## src/rtl/spi_minion.sv

```systemverilog
// spi_minion: SPI mode-0 peripheral endpoint. It oversamples cs/sclk/mosi in
// the clk domain. Each nbits-bit MOSI packet is deserialized into a val/rdy
// send message, and a buffered recv word is shifted out on MISO, MSB first.
module spi_minion #(
  parameter int unsigned nbits = 32
) (
  input  logic             clk,
  input  logic             reset,
  input  logic             cs,
  input  logic             sclk,
  input  logic             mosi,
  output logic             miso,
  input  logic             recv_val,
  output logic             recv_rdy,
  input  logic [nbits-1:0] recv_msg,
  output logic             send_val,
  input  logic             send_rdy,
  output logic [nbits-1:0] send_msg,
  output logic             overflow
);

  localparam int unsigned CW = $clog2(nbits + 2);

  typedef enum logic [1:0] {
    WAIT_IDLE,
    IDLE,
    XFER
  } state_t;

  state_t           r_state;
  state_t           w_state_nxt;

  logic             r_cs_s1, r_cs_s2, r_cs_s3;
  logic             r_sclk_s1, r_sclk_s2, r_sclk_s3;
  logic             r_mosi_s1, r_mosi_s2, r_mosi_s3;

  logic [nbits-1:0] r_tx_buf;
  logic             r_tx_full;
  logic [nbits-1:0] r_tx_shift;
  logic [nbits-1:0] r_rx_shift;
  logic [CW-1:0]    r_bitcnt;

  logic             w_cs_fall, w_cs_rise, w_sclk_rise, w_sclk_fall;
  logic             w_start, w_end, w_bit_in, w_bit_out, w_recv_fire;
  logic             w_send_fire, w_full_pkt;
  logic [nbits-1:0] w_tx_load;

  // Three-flop synchronizers for the asynchronous SPI pins
  always_ff @(posedge clk or posedge reset) begin
    if (reset) begin
      r_cs_s1   <= 1'b1;
      r_cs_s2   <= 1'b1;
      r_cs_s3   <= 1'b1;
      r_sclk_s1 <= 1'b0;
      r_sclk_s2 <= 1'b0;
      r_sclk_s3 <= 1'b0;
      r_mosi_s1 <= 1'b0;
      r_mosi_s2 <= 1'b0;
      r_mosi_s3 <= 1'b0;
    end else begin
      r_cs_s1   <= cs;
      r_cs_s2   <= r_cs_s1;
      r_cs_s3   <= r_cs_s2;
      r_sclk_s1 <= sclk;
      r_sclk_s2 <= r_sclk_s1;
      r_sclk_s3 <= r_sclk_s2;
      r_mosi_s1 <= mosi;
      r_mosi_s2 <= r_mosi_s1;
      r_mosi_s3 <= r_mosi_s2;
    end
  end

  // State register
  always_ff @(posedge clk or posedge reset) begin
    if (reset) r_state <= WAIT_IDLE;
    else       r_state <= w_state_nxt;
  end

  // Next-state logic
  always_comb begin
    w_state_nxt = r_state;
    case (r_state)
      WAIT_IDLE: if (r_cs_s2)   w_state_nxt = IDLE;
      IDLE:      if (w_cs_fall) w_state_nxt = XFER;
      XFER:      if (w_cs_rise) w_state_nxt = IDLE;
      default:   w_state_nxt = WAIT_IDLE;
    endcase
  end

  // Edge detects and per-state action strobes; cs_rise masks same-cycle sclk edges
  always_comb begin
    w_cs_fall   = !r_cs_s2 && r_cs_s3;
    w_cs_rise   = r_cs_s2 && !r_cs_s3;
    w_sclk_rise = r_sclk_s2 && !r_sclk_s3;
    w_sclk_fall = !r_sclk_s2 && r_sclk_s3;
    w_start     = (r_state == IDLE) && w_cs_fall;
    w_end       = (r_state == XFER) && w_cs_rise;
    w_bit_in    = (r_state == XFER) && !w_cs_rise && w_sclk_rise;
    w_bit_out   = (r_state == XFER) && !w_cs_rise && w_sclk_fall;
    w_recv_fire = recv_val && !r_tx_full;
    w_send_fire = send_val && send_rdy;
    w_full_pkt  = (r_bitcnt == CW'(nbits));
    w_tx_load   = r_tx_full ? r_tx_buf : '0;
    recv_rdy    = !r_tx_full;
  end

  // TX buffer: accept a recv word when empty, release it at transaction start
  always_ff @(posedge clk or posedge reset) begin
    if (reset) begin
      r_tx_buf  <= '0;
      r_tx_full <= 1'b0;
    end else if (w_recv_fire) begin
      r_tx_buf  <= recv_msg;
      r_tx_full <= 1'b1;
    end else if (w_start) begin
      r_tx_full <= 1'b0;
    end
  end

  // Shift registers, bit counter and MISO driver
  always_ff @(posedge clk or posedge reset) begin
    if (reset) begin
      r_tx_shift <= '0;
      r_rx_shift <= '0;
      r_bitcnt   <= '0;
      miso       <= 1'b0;
    end else begin
      if (w_start) begin
        r_bitcnt   <= '0;
        r_tx_shift <= w_tx_load;
        miso       <= w_tx_load[nbits-1];
      end
      if (w_end) miso <= 1'b0;
      if (w_bit_in) begin
        r_rx_shift <= {r_rx_shift[nbits-2:0], r_mosi_s2};
        if (r_bitcnt != CW'(nbits + 1)) r_bitcnt <= r_bitcnt + 1'b1;
      end
      if (w_bit_out) begin
        r_tx_shift <= {r_tx_shift[nbits-2:0], 1'b0};
        miso       <= r_tx_shift[nbits-2];
      end
    end
  end

  // Send channel and sticky overflow; the drop decision uses the pre-handshake send_val
  always_ff @(posedge clk or posedge reset) begin
    if (reset) begin
      send_val <= 1'b0;
      send_msg <= '0;
      overflow <= 1'b0;
    end else begin
      if (w_send_fire) send_val <= 1'b0;
      if (w_end && w_full_pkt) begin
        if (!send_val) begin
          send_val <= 1'b1;
          send_msg <= r_rx_shift;
        end else begin
          overflow <= 1'b1;
        end
      end
    end
  end

endmodule

```

## config.mk

```make
export PLATFORM = sky130hd
export DESIGN_NAME = spi_minion
export DESIGN_NICKNAME = d
export VERILOG_FILES = /design/src/rtl/spi_minion.sv
export SDC_FILE = /design/constraint.sdc
export NUM_CORES = 1
export LEC_CHECK = 0
export ABC_CLOCK_PERIOD_IN_PS = 9700
export CAP_MARGIN = 25
export CORE_MARGIN = 2
export CORE_UTILIZATION = 55
export CTS_BUF_LIST = sky130_fd_sc_hd__clkbuf_8
export DETAILED_ROUTE_END_ITERATION = 8
export PLACE_DENSITY = 0.8
export RECOVER_POWER = 25
export REMOVE_ABC_BUFFERS = 1
export SETUP_SLACK_MARGIN = 0.2
export SLEW_MARGIN = 20
export SYNTH_ARGS = -nofsm -noshare
export SYNTH_HDL_FRONTEND = slang
export SYNTH_SLANG_ARGS = --single-unit
```

## constraint.sdc

```tcl
create_clock -name clk -period 9.7 [get_ports clk]
set_input_delay 1.94 -clock clk [delete_from_list [all_inputs] [get_ports clk]]
set_output_delay 1.94 -clock clk [all_outputs]
set_load 0.1 [all_outputs]
```

* After elaboration in Yosys (flattened, before gate mapping) *
Cells that the tools add are included.

cells by class
  add/sub/neg operators = 1
  eq/ne operators = 7
  muxes and demuxes = 18
  bitwise operators = 1
  reductions and logical operators = 25

operator list
  operator               number
  $mux W31               2
  $mux W32               1
  $mux W6                3
  $logic_and A1 B1 Y1    12
  $mux W1                8
  $add A6 B1 Y6 const B  1
  $eq A6 B6 Y1 const B   1
  $logic_not A1 Y1       6
  $mux W2                3
  $ne A2 B2 Y1 const B   3
  $ne A6 B6 Y1 const B   1
  $pmux W2 S3            1
  $reduce_and A2 Y1      2
  $reduce_bool A2 Y1     2
  $reduce_and A3 Y1      1
  $reduce_bool A3 Y1     1
  $eq A2 B1 Y1 const B   1
  $eq A2 B2 Y1 const B   1
  $logic_not A2 Y1       1
  $not A1 Y1             1

word-level totals
  bits in registers = 147
  word-level logic and storage cells = 70

* Depth between registers and ports, before layout *
  depth after elaboration = 6
  gate-level depth with buffers = 6
  gate-level depth less buffers = 5

* Least setup slack after synthesis *
Ideal clock, no wire load.

  path kind = reg2out
  from = register r_tx_full
  to = output port recv_rdy
  arrival time = 1306 ps
  required time = 7760 ps
  slack = 6454 ps
  cell stages (with the launch flop) = 4
  path buffers = 2
  cell sequence = dfrtp_1 > clkbuf_1 > clkbuf_1 > inv_1

between the ends
  longest elaborated chain between the ends = 1

RTL lines
  what                    line  text
  from (decl)             38    logic r_tx_full;
  from (signal assigned)  111   r_tx_full <= 1'b0;
  from (signal assigned)  114   r_tx_full <= 1'b1;
  from (signal assigned)  116   r_tx_full <= 1'b0;
  $logic_not A1 Y1        104   recv_rdy = !r_tx_full;
  to (decl)               14    output logic recv_rdy,

No other way between the ends.

* Worst setup path after layout *
Ends and elaborated chain as after synthesis.

==> metrics.cfg <==
[synthesis]
synthCells=450
synth_compound_area_share_pct=5.75
synth_area_leaders=dfrtp_1 61%, mux2_2 15%, mux2_1 3.6%, a31oi_1 3.2%, nand3_1 2.9%
muxShareOfSynthArea_pct=18.5
synth-edff-count=0
synth.most_common_cell=dfrtp_1
synth-seq-cells=147
synth_top_family_by_area=multiplexers
synthFlopType=dfrtp_1
synth_xor_area_share_pct=0.148
synthAdderAreaFrac_pct=0.636
yosysTopAreaCell=dfrtp_1
synth_area_um2=5900
yosysUniqueCellTypes=38
ys_top_cells_by_count=144 x dfrtp_1, 77 x mux2_2, 38 x nand2_1
ys.warnings.count=0
synthSimpleGateAreaFrac_pct=9.56
ys_seq_area_share_pct=62.4
synthArstFlopShare_pct=100
netlist.area_leader.share_pct=61.1
syn_avg_cell_area_um2=13.1

[critical_path]
cp-end-kind=primary output
cp-startpoint=r_tx_full
r2r_start=r_cs_s2
crit_type=reg2out
worst_ep_required_time_ns=7.76
worst-path-max-fanout=2
startpoint_type=flop
reg2reg_slack_ns=6.53
crit_arrival_ns=2.02

[die]
dieArea_um2=11600
ioPinCount=75
rows=37
coreArea_um2=10400
die_w_um=108
die_h_um=108
start_util_pct=56.9

[cts]
post_cts_resized=0
cts_hold_buf=0
cts_tree=yes
cts.sinks=147
cts-htree-levels=4
cts_buffer_depth=2
path_clk_slew_ns=0.08
cts-root-buf=clkbuf_8
cts_inserted_buffers=17
postCtsSetupRepairBufs=0
clk_latency_ns=0.44

[power]
ir_drop_mv=0.197
power.leakage_nw=3.33
powerDensity_nw_per_um2=226

[layout]
fin_nets=562
drive_gt1_share_pct=22.7
ff_latch_area_um2=3680
n_antenna_cell=0
postLayoutCellArea_um2=7140
fillers=739
syn_to_final_growth_pct=21.0
multiInputGateArea_um2=2030

[timing]
period_minus_slack_ns=3.96
max_slew_margin_pct=-31.6
maxSlewViolCount=39
setup_tns_ns=0
rsz0062_at_grt=false
clock-skew-final_ns=0.00890
worst_slew_pin_slew_ns=1.97
setup_violations=0
hold_viol_final=0
finalCritPeriodShare_pct=40.8
clock.fmax_mhz=253

[outcome]
status=finished with violations
violations=capacitance limit, slew limit

[hold_path]
worstHoldStart=r_mosi_s1
hp-class=reg2reg

[global_route]
grt_max_degree=82
antenna_found_initial=0
grt_usage_pct=19.6
grt_pass1_wl_mm=17.6
grt-ovfl-total=0
grt_pass1_vias=3780

[detailed_routing]
viasPerCell=5.52
drt_iter0_drc=159
vias=3692
wl_per_cell_um=15.4
antenna_left=0
dr.pass1.iters=5
routed_wl_mm=10.3
drc=0

[placement]
place_congestion=0.742
io_buffer_count=74
dp_hpwl_mm=6.57
placed_cell_area_um2=6750

[job]
cap_violations=1

==> layout make-up <==
| type | count | share of cell area [%] |
|---|---|---|
| flip-flops and latches | 147 | 51.6 |
| clock inverters | 15 | 2.56 |
| repair buffers | 80 | 11.3 |
| inverters | 8 | 0.491 |
| well taps | 136 | 2.38 |
| multi-input cells | 266 | 28.5 |
| clock buffers | 17 | 3.28 |
==> cells by family (layout without fill, tap and decap cells) <==
family	Yosys count	in the layout
AOI/OAI and AO/OA	49	49
xor gates and xnor gates	1	1
adders and majority gates	3	3
buffers and inverters	37	120
DFF	147	147
muxes	97	97
and+or+nand+nor	116	116
==> path summary, 6_finish.rpt <==
path                                end  cells after the start
min reg2reg                   r_mosi_s2                      0
min in group asynchronous  r_tx_buf[22]                      2
max reg2reg                 r_bitcnt[5]                      5
min                           r_mosi_s2                      0
max                            recv_rdy                      2
max in group asynchronous  send_msg[30]                      3
==> report_power, final <==
group / leakage, nW / switching [mW] / internal, mW
clock network: 0.205 / 0.235 / 0.257
registers: 1.91 / 0.0818 / 0.755
logic: 1.21 / 0.147 / 0.138
==> critical path, cell delays in order, from the launching register on <==
cell and delay (ns):
dfrtp_1 0.39, inv_1 0.07, clkdlybuf4s50_1 1.13
==> through the flow <==
| step | cells | setup slack [ns] | hold WS, ns | utilization (%) | total power [mW] |
|---|---|---|---|---|---|
| finish | 669 | 5.74 | 0.357 | 68.9 | 1.61 |
| floorplan | 421 | 3.81 | 0.331 | - | 1.04 |
| global route | 669 | 5.69 | 0.352 | 68.9 | 1.71 |
| detailed placement | 637 | 5.80 | 0.342 | 65.1 | 1.14 |
| global placement | 636 | 5.83 | 0.339 | 64.8 | 1.11 |
| CTS | 669 | 5.72 | 0.356 | 69.1 | 1.63 |
==> sequential cells by signal, summed over array words and instances (netlist names), 2 cells and up <==
name and flops:
r_rx_shift 32, r_tx_buf 32, send_msg 32, r_tx_shift 31, r_bitcnt 6, r_state 2
==> metal layers <==
| metal | GRT usage [%] | wire, um | share of wire (%) | vias to the layer above |
|---|---|---|---|---|
| li1 | - | - | - | 1718 |
| met1 | 24.9 | 4570 | 44 | 1865 |
| met2 | 32.3 | 5160 | 50 | 91 |
| met3 | 5.21 | 444 | 4.3 | 18 |
| met4 | 7.33 | 149 | 1.4 | 0 |
| met5 | 0 | 0 | 0 | - |
==> placed cells by master, fill, tap and decap left out, types with 7 or more instances in the layout <==
cell type | synthesis | layout
nand3_1 | 34 | 34
o21ai_0 | 7 | 7
clkdlybuf4s50_1 | 0 | 71
inv_1 | 8 | 8
a31oi_1 | 30 | 30
mux2_1 | 19 | 19
mux2_2 | 77 | 77
dfrtp_1 | 144 | 144
clkbuf_8 | 0 | 17
nor2_1 | 30 | 30
nand2_1 | 38 | 38
Note: power is estimated with default switching activity, not from simulation.
